==> src/rtl/fifo_pack.sv <==
// Shared types and constants for the FIFO read-side stream drain.
//   FIFO_WIDTH     default data width of the FIFO and its stream side
//   SKID_DEPTH     entries in the drain skid buffer
//   drain_state_e  drain controller states
package fifo_pack;

   localparam int FIFO_WIDTH = 16;
   localparam int SKID_DEPTH = 2;

   typedef enum logic [1:0] {
      IDLE   = 2'd0,
      STREAM = 2'd1,
      FLUSH  = 2'd2
   } drain_state_e;

endpackage

==> src/rtl/drain_skid_buf.sv <==
// Two-entry skid buffer. Entry 0 is always the head, so the head word only
// moves on a pop (or on a push into an empty buffer), which keeps it stable
// while the consumer stalls.
// Ports:
//   clk, rst     clock, async active-high reset
//   i_push       write i_push_data at the tail
//   i_pop        drop the head entry
//   i_clear      empty the buffer (wins over push/pop)
//   i_push_data  word to store
//   o_occ        number of valid entries (0..2)
//   o_head       head entry
module drain_skid_buf
   import fifo_pack::*;
#(
   parameter int DATA_W = FIFO_WIDTH
) (
   input  logic              clk,
   input  logic              rst,
   input  logic              i_push,
   input  logic              i_pop,
   input  logic              i_clear,
   input  logic [DATA_W-1:0] i_push_data,
   output logic [1:0]        o_occ,
   output logic [DATA_W-1:0] o_head
);

   logic [1:0]        r_occ;
   logic [DATA_W-1:0] r_e0;
   logic [DATA_W-1:0] r_e1;

   always_ff @(posedge clk or posedge rst) begin
      if (rst) begin
         r_occ <= 2'd0;
         r_e0  <= '0;
         r_e1  <= '0;
      end else if (i_clear) begin
         r_occ <= 2'd0;
      end else begin
         case ({i_push, i_pop})
            2'b10: begin
               if (r_occ != 2'(SKID_DEPTH)) begin
                  if (r_occ == 2'd0) r_e0 <= i_push_data;
                  else               r_e1 <= i_push_data;
                  r_occ <= r_occ + 2'd1;
               end
            end
            2'b01: begin
               r_e0  <= r_e1;
               r_occ <= r_occ - 2'd1;
            end
            2'b11: begin
               // occupancy unchanged; the new word lands behind whatever remains
               if (r_occ == 2'd1) begin
                  r_e0 <= i_push_data;
               end else begin
                  r_e0 <= r_e1;
                  r_e1 <= i_push_data;
               end
            end
            default: ;
         endcase
      end
   end

   assign o_occ  = r_occ;
   assign o_head = r_e0;

endmodule

==> src/rtl/fifo_stream_drain.sv <==
// Read-side controller for the synchronous FIFO: pops words and presents them
// as a valid/ready stream at one word per cycle, with a flush that drains and
// discards everything.
// Optional feature macro: DRAIN_STATS_EN (word_cnt / underflow_err counters;
// both outputs read 0 when it is not defined).
// Ports:
//   clk, rst                         clock, async active-high reset
//   enable, flush                    stream enable, level flush request
//   fifo_rd_en / fifo_data_out       FIFO pop request / data (valid next cycle)
//   fifo_empty, fifo_underflow       FIFO status flags
//   m_valid, m_data, m_ready         output stream
//   busy, flush_done                 activity flag, flush completion pulse
//   underflow_err, word_cnt          statistics
module fifo_stream_drain
   import fifo_pack::*;
#(
   parameter int DATA_W = FIFO_WIDTH,
   parameter int CNT_W  = 16
) (
   input  logic              clk,
   input  logic              rst,
   input  logic              enable,
   input  logic              flush,
   output logic              fifo_rd_en,
   input  logic [DATA_W-1:0] fifo_data_out,
   input  logic              fifo_empty,
   input  logic              fifo_underflow,
   output logic              m_valid,
   output logic [DATA_W-1:0] m_data,
   input  logic              m_ready,
   output logic              busy,
   output logic              flush_done,
   output logic              underflow_err,
   output logic [CNT_W-1:0]  word_cnt
);

   drain_state_e r_state;
   logic         r_inflight;
   logic [1:0]   w_occ;
   logic         w_pop;
   logic         w_push;
   logic         w_clear;
   logic         w_rd_en;
   logic         w_flush_exit;

   assign w_pop        = (w_occ != 2'd0) & m_ready;
   // Skid is emptied on the edge into FLUSH and held empty throughout it,
   // which also discards any word arriving from the FIFO meanwhile.
   assign w_clear      = flush | (r_state == FLUSH);
   assign w_push       = r_inflight & ~w_clear;
   assign w_flush_exit = (r_state == FLUSH) & ~flush & fifo_empty & ~r_inflight;

   // Request a word only if it will have a skid slot when it arrives.
   // enable gates new requests so that dropping it stops popping at once.
   always_comb begin
      w_rd_en = 1'b0;
      case (r_state)
         STREAM: w_rd_en = enable & ~fifo_empty &
                           (({1'b0, w_occ} + {2'b00, r_inflight}) <= (3'd1 + {2'b00, w_pop}));
         FLUSH:  w_rd_en = ~fifo_empty;
         default: w_rd_en = 1'b0;
      endcase
   end

   always_ff @(posedge clk or posedge rst) begin
      if (rst) begin
         r_state    <= IDLE;
         r_inflight <= 1'b0;
      end else begin
         r_inflight <= w_rd_en;
         case (r_state)
            IDLE: begin
               if (flush)       r_state <= FLUSH;
               else if (enable) r_state <= STREAM;
            end
            STREAM: begin
               if (flush)                        r_state <= FLUSH;
               else if (!enable && !r_inflight)  r_state <= IDLE;
            end
            FLUSH: begin
               if (w_flush_exit) r_state <= IDLE;
            end
            default: r_state <= IDLE;
         endcase
      end
   end

   drain_skid_buf #(.DATA_W(DATA_W)) u_skid (
      .clk         (clk),
      .rst         (rst),
      .i_push      (w_push),
      .i_pop       (w_pop),
      .i_clear     (w_clear),
      .i_push_data (fifo_data_out),
      .o_occ       (w_occ),
      .o_head      (m_data)
   );

   assign fifo_rd_en = w_rd_en;
   assign m_valid    = (w_occ != 2'd0);
   assign busy       = (r_state != IDLE) | (w_occ != 2'd0) | r_inflight;
   assign flush_done = w_flush_exit;

`ifdef DRAIN_STATS_EN
   logic [CNT_W-1:0] r_word_cnt;
   logic             r_underflow_err;

   always_ff @(posedge clk or posedge rst) begin
      if (rst) begin
         r_word_cnt      <= '0;
         r_underflow_err <= 1'b0;
      end else begin
         if (w_pop) r_word_cnt <= r_word_cnt + 1'b1;
         // underflow reported while our own pop is landing = we popped an empty FIFO
         if (fifo_underflow && r_inflight) r_underflow_err <= 1'b1;
      end
   end

   assign word_cnt      = r_word_cnt;
   assign underflow_err = r_underflow_err;
`else
   logic w_unused_underflow;
   assign w_unused_underflow = fifo_underflow;
   assign word_cnt           = '0;
   assign underflow_err      = 1'b0;
`endif

endmodule
==> config.mk <==
export PLATFORM = sky130hd
export DESIGN_NAME = fifo_stream_drain
export DESIGN_NICKNAME = d
export VERILOG_FILES = /design/src/rtl/fifo_pack.sv /design/src/rtl/drain_skid_buf.sv /design/src/rtl/fifo_stream_drain.sv
export SDC_FILE = /design/constraint.sdc
export NUM_CORES = 1
export LEC_CHECK = 0
export CELL_PAD_IN_SITES_DETAIL_PLACEMENT = 2
export CELL_PAD_IN_SITES_GLOBAL_PLACEMENT = 2
export CORE_ASPECT_RATIO = 1.4
export CORE_MARGIN = 2
export CORE_UTILIZATION = 31
export CTS_CLUSTER_DIAMETER = 60
export DETAILED_ROUTE_END_ITERATION = 6
export GPL_TIMING_DRIVEN = 0
export PLACE_DENSITY = 0.86
export SETUP_SLACK_MARGIN = 0.1
export SLEW_MARGIN = 20
export SYNTH_ARGS = -nofsm -noshare
export SYNTH_HDL_FRONTEND = slang
export SYNTH_SLANG_ARGS = --single-unit
export TNS_END_PERCENT = 20
==> constraint.sdc <==
create_clock -name clk -period 3.6 [get_ports clk]
set_input_delay 0.54 -clock clk [delete_from_list [all_inputs] [get_ports clk]]
set_output_delay 0.54 -clock clk [all_outputs]
set_load 0.05 [all_outputs]
==> impl_metrics.csv <==
group,metric,value,unit
pwr,clock_power_share,0.124,
placed_design,post-dp-hpwl,5185,um
yosys,post_synth.cell_area_avg,10.58,sq um
sta,timing.max_slew.rel_slack,0.6062,
clocking,cts_tree,"done",
placed_design,routabilityCongestion,0.7598,
finish,nFillCells,784,
finish,final_layout_size_suffix_gt1_frac,0.2671,
yosys,synth_most_common_cell,"sky130_fd_sc_hd__dfrtp_1",
setup_path,critPathMaxFanout,10,
floorplan,rows,37,
detailed_routing,route.detailed.vias_per_inst,5.131,
floorplan,starting_density_of_the_core,0.3191,
detailed_routing,drt_iter0_markers,66,
setup_path,cp_top_family,"adder cells",
sta,finalHoldViolations,0,
setup_path,cp_cell_sequence,"inv_1 > ha_1 > nor2b_2 > buf_4 > buf_12 > fa_2 > o31ai_4 > a31oi_1 > nor3b_2 > buf_6",
detailed_routing,ant_nets,0,
sta,final_max_slew_viol_count,0,
finish,regArea,925.9,sq um
floorplan,top_level_ports,60,
grt,grt_start_max_net_pins,32,
finish,design_area_final,3143,sq um
pwr,power.switching,1.226,mW
clocking,cts-hold-fix-buffers,0,
clocking,number_of_buffers_created_by_cts,5,
grt,grt_pass1_wl,11390,um
detailed_routing,route.detailed.drc,0,
detailed_routing,via_total_after_detailed_routing,1996,
finish,design.final.nets,324,
clocking,cts.root.buffer_cell,"sky130_fd_sc_hd__clkbuf_8",
yosys,synthTopCellsByCount,"37 x sky130_fd_sc_hd__dfrtp_1, 19 x sky130_fd_sc_hd__mux2i_1, 18 x sky130_fd_sc_hd__buf_4, 17 x sky130_fd_sc_hd__nand2_1, 16 x sky130_fd_sc_hd__mux2_2",
finish,antenna-diode-count,0,
pwr,sw_frac_of_total,0.4822,
clocking,skew_pair_late_insertion_delay,0.29,ns
grt,antenna_violations_before_repair,0,
placed_design,detailed_place.area,2955,sq um
setup_path,worst_stage_delay_on_the_critical_path,0.49,ns
finish,area_growth,33.83,%
grt,grt_remaining_overflow,0,
grt,grt_use_total,0.1739,
yosys,synth-edff-count,0,
clocking,level_count_of_the_clock_h_tree,2,
sta,fmax,299.1,MHz
floorplan,die_x,77.56,um
pwr,power_frac_comb,0.627,
pwr,static-leakage-power,1.381,nW
yosys,synthFlopType,"sky130_fd_sc_hd__dfrtp_1",
pwr,ir_worst_vdd,0.3877,mV
pwr,power.total,2.543,mW
setup_path,worstPathBufferInverterCount,4,
setup_path,critPathKind,"register to primary output",
placed_design,portBuffers,40,
floorplan,floorplan.die_area,8298,sq um
sta,timing.final.setup_violations,0,
setup_path,worst-endpoint-arrival,2.80,ns
floorplan,chipHeight,107.0,um
pwr,p_per_area,808.9,nW/um^2
placed_design,post-place-cells,376,
pwr,seq_power_share,0.249,
sta,hold_slack,0.4655,ns
worst_hold_path,hold_path.class,"input port to asynchronous set/reset pin",
setup_path,critPathSlowestCell,"sky130_fd_sc_hd__fa_2",
yosys,synth_area_leaders,"sky130_fd_sc_hd__dfrtp_1 39%, sky130_fd_sc_hd__mux2i_1 8.1%, sky130_fd_sc_hd__mux2_2 7.7%",
floorplan,core_area,7361,sq um
sta,timing_worst_slew_pin_value,0.5908,ns
detailed_routing,drt_wl_total,7323,um
finish,instances_no_fill,389,
sta,grt_setup_unrepaired,"no",
clocking,cts_sinks,37,
grt,number_of_global_route_vias_before_repair,2323,
yosys,yosysWarnings,0,
yosys,synth_top_cell_area_share,0.3942,
run_status,status,"finished, final reports clean",
sta,fin_skew,0.007171,ns
clocking,cts_buffer_depth,2,
sta,finalWorstPathRequiredPeriod,3.343,ns
setup_path,setup.worst_path.end_class,"primary output",
finish,share_of_the_core_filled_with_cells,0.4270,
yosys,postSynthCellCount,222,
detailed_routing,wl_per_cell,18.83,um
clocking,clkSlewWorstSetupHoldPaths,0.08,ns
setup_path,startpoint_type_of_the_worst_setup_path,"register",
sta,final.period_utilization,0.9286,
setup_path,cp_data_required_time,3.06,ns
yosys,ys_ff_latch,37,
yosys,yosysTopAreaCell,"sky130_fd_sc_hd__dfrtp_1",
yosys,synth.yosys.seq_area_share,0.3942,
yosys,netlist-cell-type-count,39,
yosys,asyncSetResetFlopFracSynth,1.000,
yosys,synth.cell_area,2349,sq um
finish,footprint_of_the_multi_input_gates,1261,sq um
detailed_routing,drt_first_pass_iters,4,
pwr,cell_internal_pwr,1.317,mW
run,max-cap-violations,0,
[sequential cells by signal, summed over array words and instances, names as in the netlist]
signal,flops
r_inflight,1
u_skid.o_occ,2
u_skid.o_head,16
u_skid.r_e1,16
r_state,2
[power by group through the flow]
| stage | logic, mW | clock network [mW] | registers, mW |
|---|---|---|---|
| 4_1_cts | 1.53 | 0.323 | 0.631 |
| 5_1_grt | 1.72 | 0.337 | 0.649 |
| 3_3_place_gp | 1.40 | 0 | 0.632 |
| 2_1_floorplan | 0.770 | 0 | 0.885 |
| 6_report | 1.59 | 0.316 | 0.634 |
| 3_5_place_dp | 1.45 | 0 | 0.647 |
[stage by stage]
step                      setup TNS (ns)  setup WS (ns)
final                                  0         0.2571
after global routing                   0        0.05772
after CTS                              0         0.1419
after detailed placement         -0.8070        -0.8070
after global placement           -0.7567        -0.7567
after floorplan                        0         0.3336
[placed cells by master, fill, tap and decap left out, drive strengths merged, types with 3 or more instances in the layout]
cell           instances
ha                     9
buf                   35
inv                   10
a31oi                  3
clkdlybuf4s50         38
conb                  17
nor2                   4
nand2                 17
nor3b                  3
mux2                  16
nand2b                 4
dfrtp                 37
o21ai                 18
clkbuf                10
mux2i                 19
nand3                 15
o221ai                15
[routing by layer]
| layer | GRT usage | vias up | wire [um] |
|---|---|---|---|
| met1 | 0.1828 | 1023 | 2835 |
| met5 | 0 | - | 0 |
| met4 | 0.05867 | 0 | 103 |
| met3 | 0.03030 | 12 | 207 |
| li1 | - | 905 | - |
| met2 | 0.3416 | 56 | 4177 |
[final cells by class]
cell class / count / area share
Tap cell: 97 / 0.03861
Buffer: 32 / 0.07604
Multi-Input combinational cell: 159 / 0.4013
Timing Repair Buffer: 46 / 0.1469
Clock inverter: 2 / 0.004379
Clock buffer: 6 / 0.02627
Inverter: 10 / 0.01194
Sequential cell: 37 / 0.2946
[worst paths after layout]
check / slack (ns) / from / depth (start not counted) / endpoint
min in group clk: 0.50 / u_skid.o_head[3]$_DFFE_PP0P_ / 2 / u_skid.o_head[3]$_DFFE_PP0P_
hold reg to reg: 0.50 / u_skid.o_head[3]$_DFFE_PP0P_ / 2 / u_skid.o_head[3]$_DFFE_PP0P_
hold / removal: 0.47 / rst / 2 / u_skid.o_head[15]$_DFFE_PP0P_
setup reg to reg: 1.07 / u_skid.o_occ[1]$_DFFE_PP0P_ / 10 / r_inflight$_DFF_PP0_
max in group asynchronous: 2.71 / rst / 3 / r_inflight$_DFF_PP0_
setup / recovery: 0.26 / u_skid.o_occ[1]$_DFFE_PP0P_ / 10 / fifo_rd_en
[logic make-up after synthesis]
| family | share of synthesized area |
|---|---|
| compound gates | 0.1534 |
| xor+xnor | 0.003730 |
| fa+ha+maj | 0.05647 |
| buf+inv | 0.1103 |
| flops | 0.3942 |
| mux | 0.1577 |
| other cells | 0.001597 |
| simple gates | 0.1225 |
[repair_timing]
item / CTS / global route
resized for setup: 13 / 6
setup endpoints to repair: 1 / 1
buffers inserted: 3 / 2
pin swaps: 2 / 5
Note: power is estimated with default switching activity, not from simulation.
==> patch 1, RTL diff (same flow settings) <==
Add a define of `DRAIN_STATS_EN`.
--- a/src/rtl/fifo_stream_drain.sv
+++ b/src/rtl/fifo_stream_drain.sv
@@ -11,6 +11,8 @@
 //   m_valid, m_data, m_ready         output stream
 //   busy, flush_done                 activity flag, flush completion pulse
 //   underflow_err, word_cnt          statistics
+`define DRAIN_STATS_EN
+
 module fifo_stream_drain
    import fifo_pack::*;
 #(
Function: changed (a bounded check fails within 4 cycles, from zero or initial values and one cycle with rst high).
==> patch 1 against the original RTL <==
Total power rose by 5.5%. Sequential cell count up 17. Clock power is 71% higher. Sequential power grew 40%. Largest cell class is now registers. Count of clock-buffer cells in the layout grew 1. Area after synthesis up 13%. Clock skew decreased by 0.00089 ns. Critical path depth did not move. Final area grew 14%. Largest power group unchanged. Wire length shrank 7.4%. Setup slack better by 0.0035 ns.
==> patch 1: results (changes against the original RTL) <==
| Metric | Value |
|---|---|
| Status | finished clean (unchanged) |
| Via/cell ratio | 4.96 (was 5.13) |
| IO buf count | 59 (was 40) |
| Largest cells by area after synthesis | dfrtp_1 (51%), mux2_2 (14%), ha_1 (6.1%), a22o_1 (5.3%), xnor2_1 (3.9%) (was dfrtp_1 (39%), mux2i_1 (8.1%), mux2_2 (7.7%), o221ai_2 (6.4%), buf_4 (5.8%)) |
| Largest net degree at the start of global routing | 55 (was 32) |
| Multi-input logic area | 1230 µm² (was 1260 µm²) |
| Synth cell count leaders | dfrtp_1 (54), mux2_2 (33), inv_1 (17) (was dfrtp_1 (37), mux2i_1 (19), buf_4 (18)) |
| Non-clk invs | 18 (was 10) |
| Share of cells above drive strength 1 | 22.7% (was 26.7%) |
| FFs & Latches | 54 (was 37) |
| N_taps | 105 (was 97) |
| Pwr dens | 748 nW/µm² (was 809 nW/µm²) |
| CP Max Fanout | 8 (was 10) |
| NonClk Buf Share | 17.9% (was 22.3%) |
| Post-DP HPWL | 5150 µm (was 5190 µm) |
| Clk_skew | 0.00628 ns (was 0.00717 ns) |
| Worst slack, placed | -0.410 ns (was -0.807 ns) |
| Multi-input comb cells | 140 (was 159) |
| DR pass1 iterations | 3 (was 4) |
| PostCTS Resize Cnt | 8 (was 13) |
| Cell Area, Placed | 3390 µm² (was 2960 µm²) |
| Final-stage net count | 322 (was 324) |
| Clock root cell | clkbuf_16 (was clkbuf_8) |
| Worst hold path type | reg2reg (was in2async) |
| DRT iter0 DRCs | 48 (was 66) |
| Leakage | 0.00162 µW (was 0.00138 µW) |
| VDD IR max | 0.000511 V (was 0.000388 V) |
| Clk_buf instances | 7 (was 6) |
| Clk tree area frac | 4.53% (was 3.07%) |
| CP max stage delay | 0.56 ns (was 0.49 ns) |
patch 1: cell count changes after synthesis, moves of 10 or more:
cell | unedited run | this run
xnor2_1 | 1 | 12
nand3_1 | 15 | 2
a22o_1 | 0 | 16
mux2_2 | 16 | 33
o21ai_1 | 11 | 0
buf_4 | 18 | 1
o221ai_2 | 10 | 0
mux2i_1 | 19 | 0
dfrtp_1 | 37 | 54
patch 1: worst paths after layout:
path | startpoint | to | cells after the start
setup / recovery | m_ready | fifo_rd_en | 10
hold / removal | underflow_err | underflow_err | 1
setup reg to reg | r_state[0] | u_skid.r_e1[13] | 10
hold reg to reg | underflow_err | underflow_err | 1
max in group asynchronous | rst | word_cnt[10] | 2
min in group asynchronous | rst | u_skid.r_e1[3] | 2
patch 1: logic make-up after synthesis:
kind of cell | Yosys count | synth area share [%]
buffers and inverters | 23 | 4.04
xor gates and xnor gates | 17 | 5.59
muxes | 33 | 13.9
adders and majority gates | 14 | 6.85
AOI/OAI and AO/OA | 30 | 9.11
and+or+nand+nor | 46 | 9.77
DFF | 54 | 50.7
patch 1: routing by layer:
layer  global-route usage, %  share of wire [%]
met3                    2.77                3.5
met5                       0                  0
met4                    5.33                1.6
met1                    16.5                 36
met2                    30.0                 59
patch 1: power breakdown:
part	leakage [µW]	internal, µW	total [µW]	switching, µW
Combinational	0.000850	499	1260	758
Clock	0.0000781	329	539	209
Sequential	0.000692	770	886	116
Total	0.00162	1600	2680	1080
patch 1: through the flow:
stage / hold slack (ns) / instances
after CTS: 0.463 / 389
after global routing: 0.493 / 391
final: 0.462 / 391
after detailed placement: 0.447 / 381
after global placement: 0.439 / 381
after floorplan: 0.480 / 217
==> patch 2, RTL diff (same settings) <==
Without the edit above. Encoding of `drain_state_e`: now one-hot (3 bits for 3 states).
--- a/src/rtl/fifo_pack.sv
+++ b/src/rtl/fifo_pack.sv
@@ -7,10 +7,10 @@
    localparam int FIFO_WIDTH = 16;
    localparam int SKID_DEPTH = 2;
 
-   typedef enum logic [1:0] {
-      IDLE   = 2'd0,
-      STREAM = 2'd1,
-      FLUSH  = 2'd2
+   typedef enum logic [2:0] {
+      IDLE   = 3'b001,
+      STREAM = 3'b010,
+      FLUSH  = 3'b100
    } drain_state_e;
 
 endpackage
Behaviour: same outputs for any inputs over 4 cycles, from zero or initial values and one cycle with rst high; so few cycles prove little.
==> patch 2 against the original RTL <==
Wire length decreased by 8.4%. Sequential cell count increased by 1. Fmax decreased by 0.33%. Largest power group unchanged. Final area increased by 0.36%. Utilization decreased by 0.11 points. Combinational power increased by 8%. Area after synthesis increased by 1.2%. Setup slack got worse by 0.011 ns. Total power increased by 9.8%. Sequential power increased by 21%.
==> patch 2: results (changes against the original RTL) <==
| Metric | Value |
|---|---|
| Crit share post-route | 93.2% (was 92.9%) |
| Global placement routability congestion | 0.767 (was 0.760) |
| Reg-to-Reg End | u_skid.r_e1[2] (was r_inflight) |
| Final-stage net count | 334 (was 324) |
| CP Max Fanout | 11 (was 10) |
| DRT met1 WL | 2610 µm (was 2840 µm) |
| Vias | 1988 (was 1996) |
| Cells after DPL | 387 (was 376) |
| Multi-input comb cells | 168 (was 159) |
| VDD IR max | 0.000265 V (was 0.000388 V) |
| CP startpoint | m_ready (was u_skid.o_occ[1]) |
| CP max stage cell | clkdlybuf4s50_1 (was fa_2) |
| Clk tree area frac | 2.90% (was 3.07%) |
| DRT iter0 DRCs | 90 (was 66) |
| Largest cells by area after synthesis | dfrtp_1 (39%), mux2_2 (15%), buf_4 (6.0%), a221oi_1 (5.9%), a21oi_1 (4.2%) (was dfrtp_1 (39%), mux2i_1 (8.1%), mux2_2 (7.7%), o221ai_2 (6.4%), buf_4 (5.8%)) |
| Netlist cell types | 38 (was 39) |
| NonClk Buf Share | 21.9% (was 22.3%) |
| R2r setup slk | 0.68 ns (was 1.07 ns) |
| Post-DP HPWL | 5090 µm (was 5190 µm) |
| Clk_buf instances | 7 (was 6) |
| Hold WS | 0.531 ns (was 0.466 ns) |
| Slew Limit Headroom | 58.8% (was 60.6%) |
| Met3 WL | 217 µm (was 207 µm) |
| DIE AREA | 8390 µm² (was 8300 µm²) |
| Multi-input logic area | 1260 µm² (about the same) |
| Cell Area, Placed | 2990 µm² (was 2960 µm²) |
| Clock sinks | 38 (was 37) |
| Met2 wire length | 3760 µm (was 4180 µm) |
| Crit-path leading delay family | buffers and inverters (was adder cells) |
| Worst hold path type | reg2reg (was in2async) |
| Vias in the first global route | 2151 (was 2323) |
| Finished Cell Area | 3150 µm² (was 3140 µm²) |
| Post-CTS setup buffer count | 2 (was 3) |
| Status | finished clean (unchanged) |
| Avg WL per Cell | 16.8 µm (was 18.8 µm) |
| Global-route wire length before repair | 11000 µm (was 11400 µm) |
| Arr. time, crit path | 2.81 ns (was 2.80 ns) |
| Cell count after synthesis | 232 (was 222) |
| Met2 usage | 32.0% (was 34.2%) |
| Non-filler cells, final | 400 (was 389) |
| Post-synthesis sequential area ratio | 40.1% (was 39.4%) |
| Share of cells above drive strength 1 | 28.7% (was 26.7%) |
patch 2: where the power goes:
part / internal, µW / switching (µW)
Clock: 155 / 160
Sequential: 636 / 133
Combinational: 703 / 1000
patch 2: logic make-up (layout without fill, tap and decap cells):
kind of cell | count (synthesis) | after routing | synth area share (%)
simple gates | 61 | 61 | 14.1
compound gates | 45 | 45 | 13.5
buf+inv | 42 | 97 | 10.4
flops | 38 | 38 | 40.1
mux | 33 | 33 | 15.6
fa+ha+maj | 9 | 9 | 5.06
xor+xnor | 3 | 3 | 1.11
other cells | 1 | 17 | 0.158
patch 2: worst register-to-register path, stage by stage (launching register included):
cell and delay [ns]:
dfstp_2 0.36, clkbuf_2 0.16, nor3b_4 0.41, nor2_1 0.07, nand2_1 0.11, inv_1 0.05
ha_1 0.23, a21o_1 0.25, nor4_4 0.55, buf_6 0.25, mux2_2 0.35
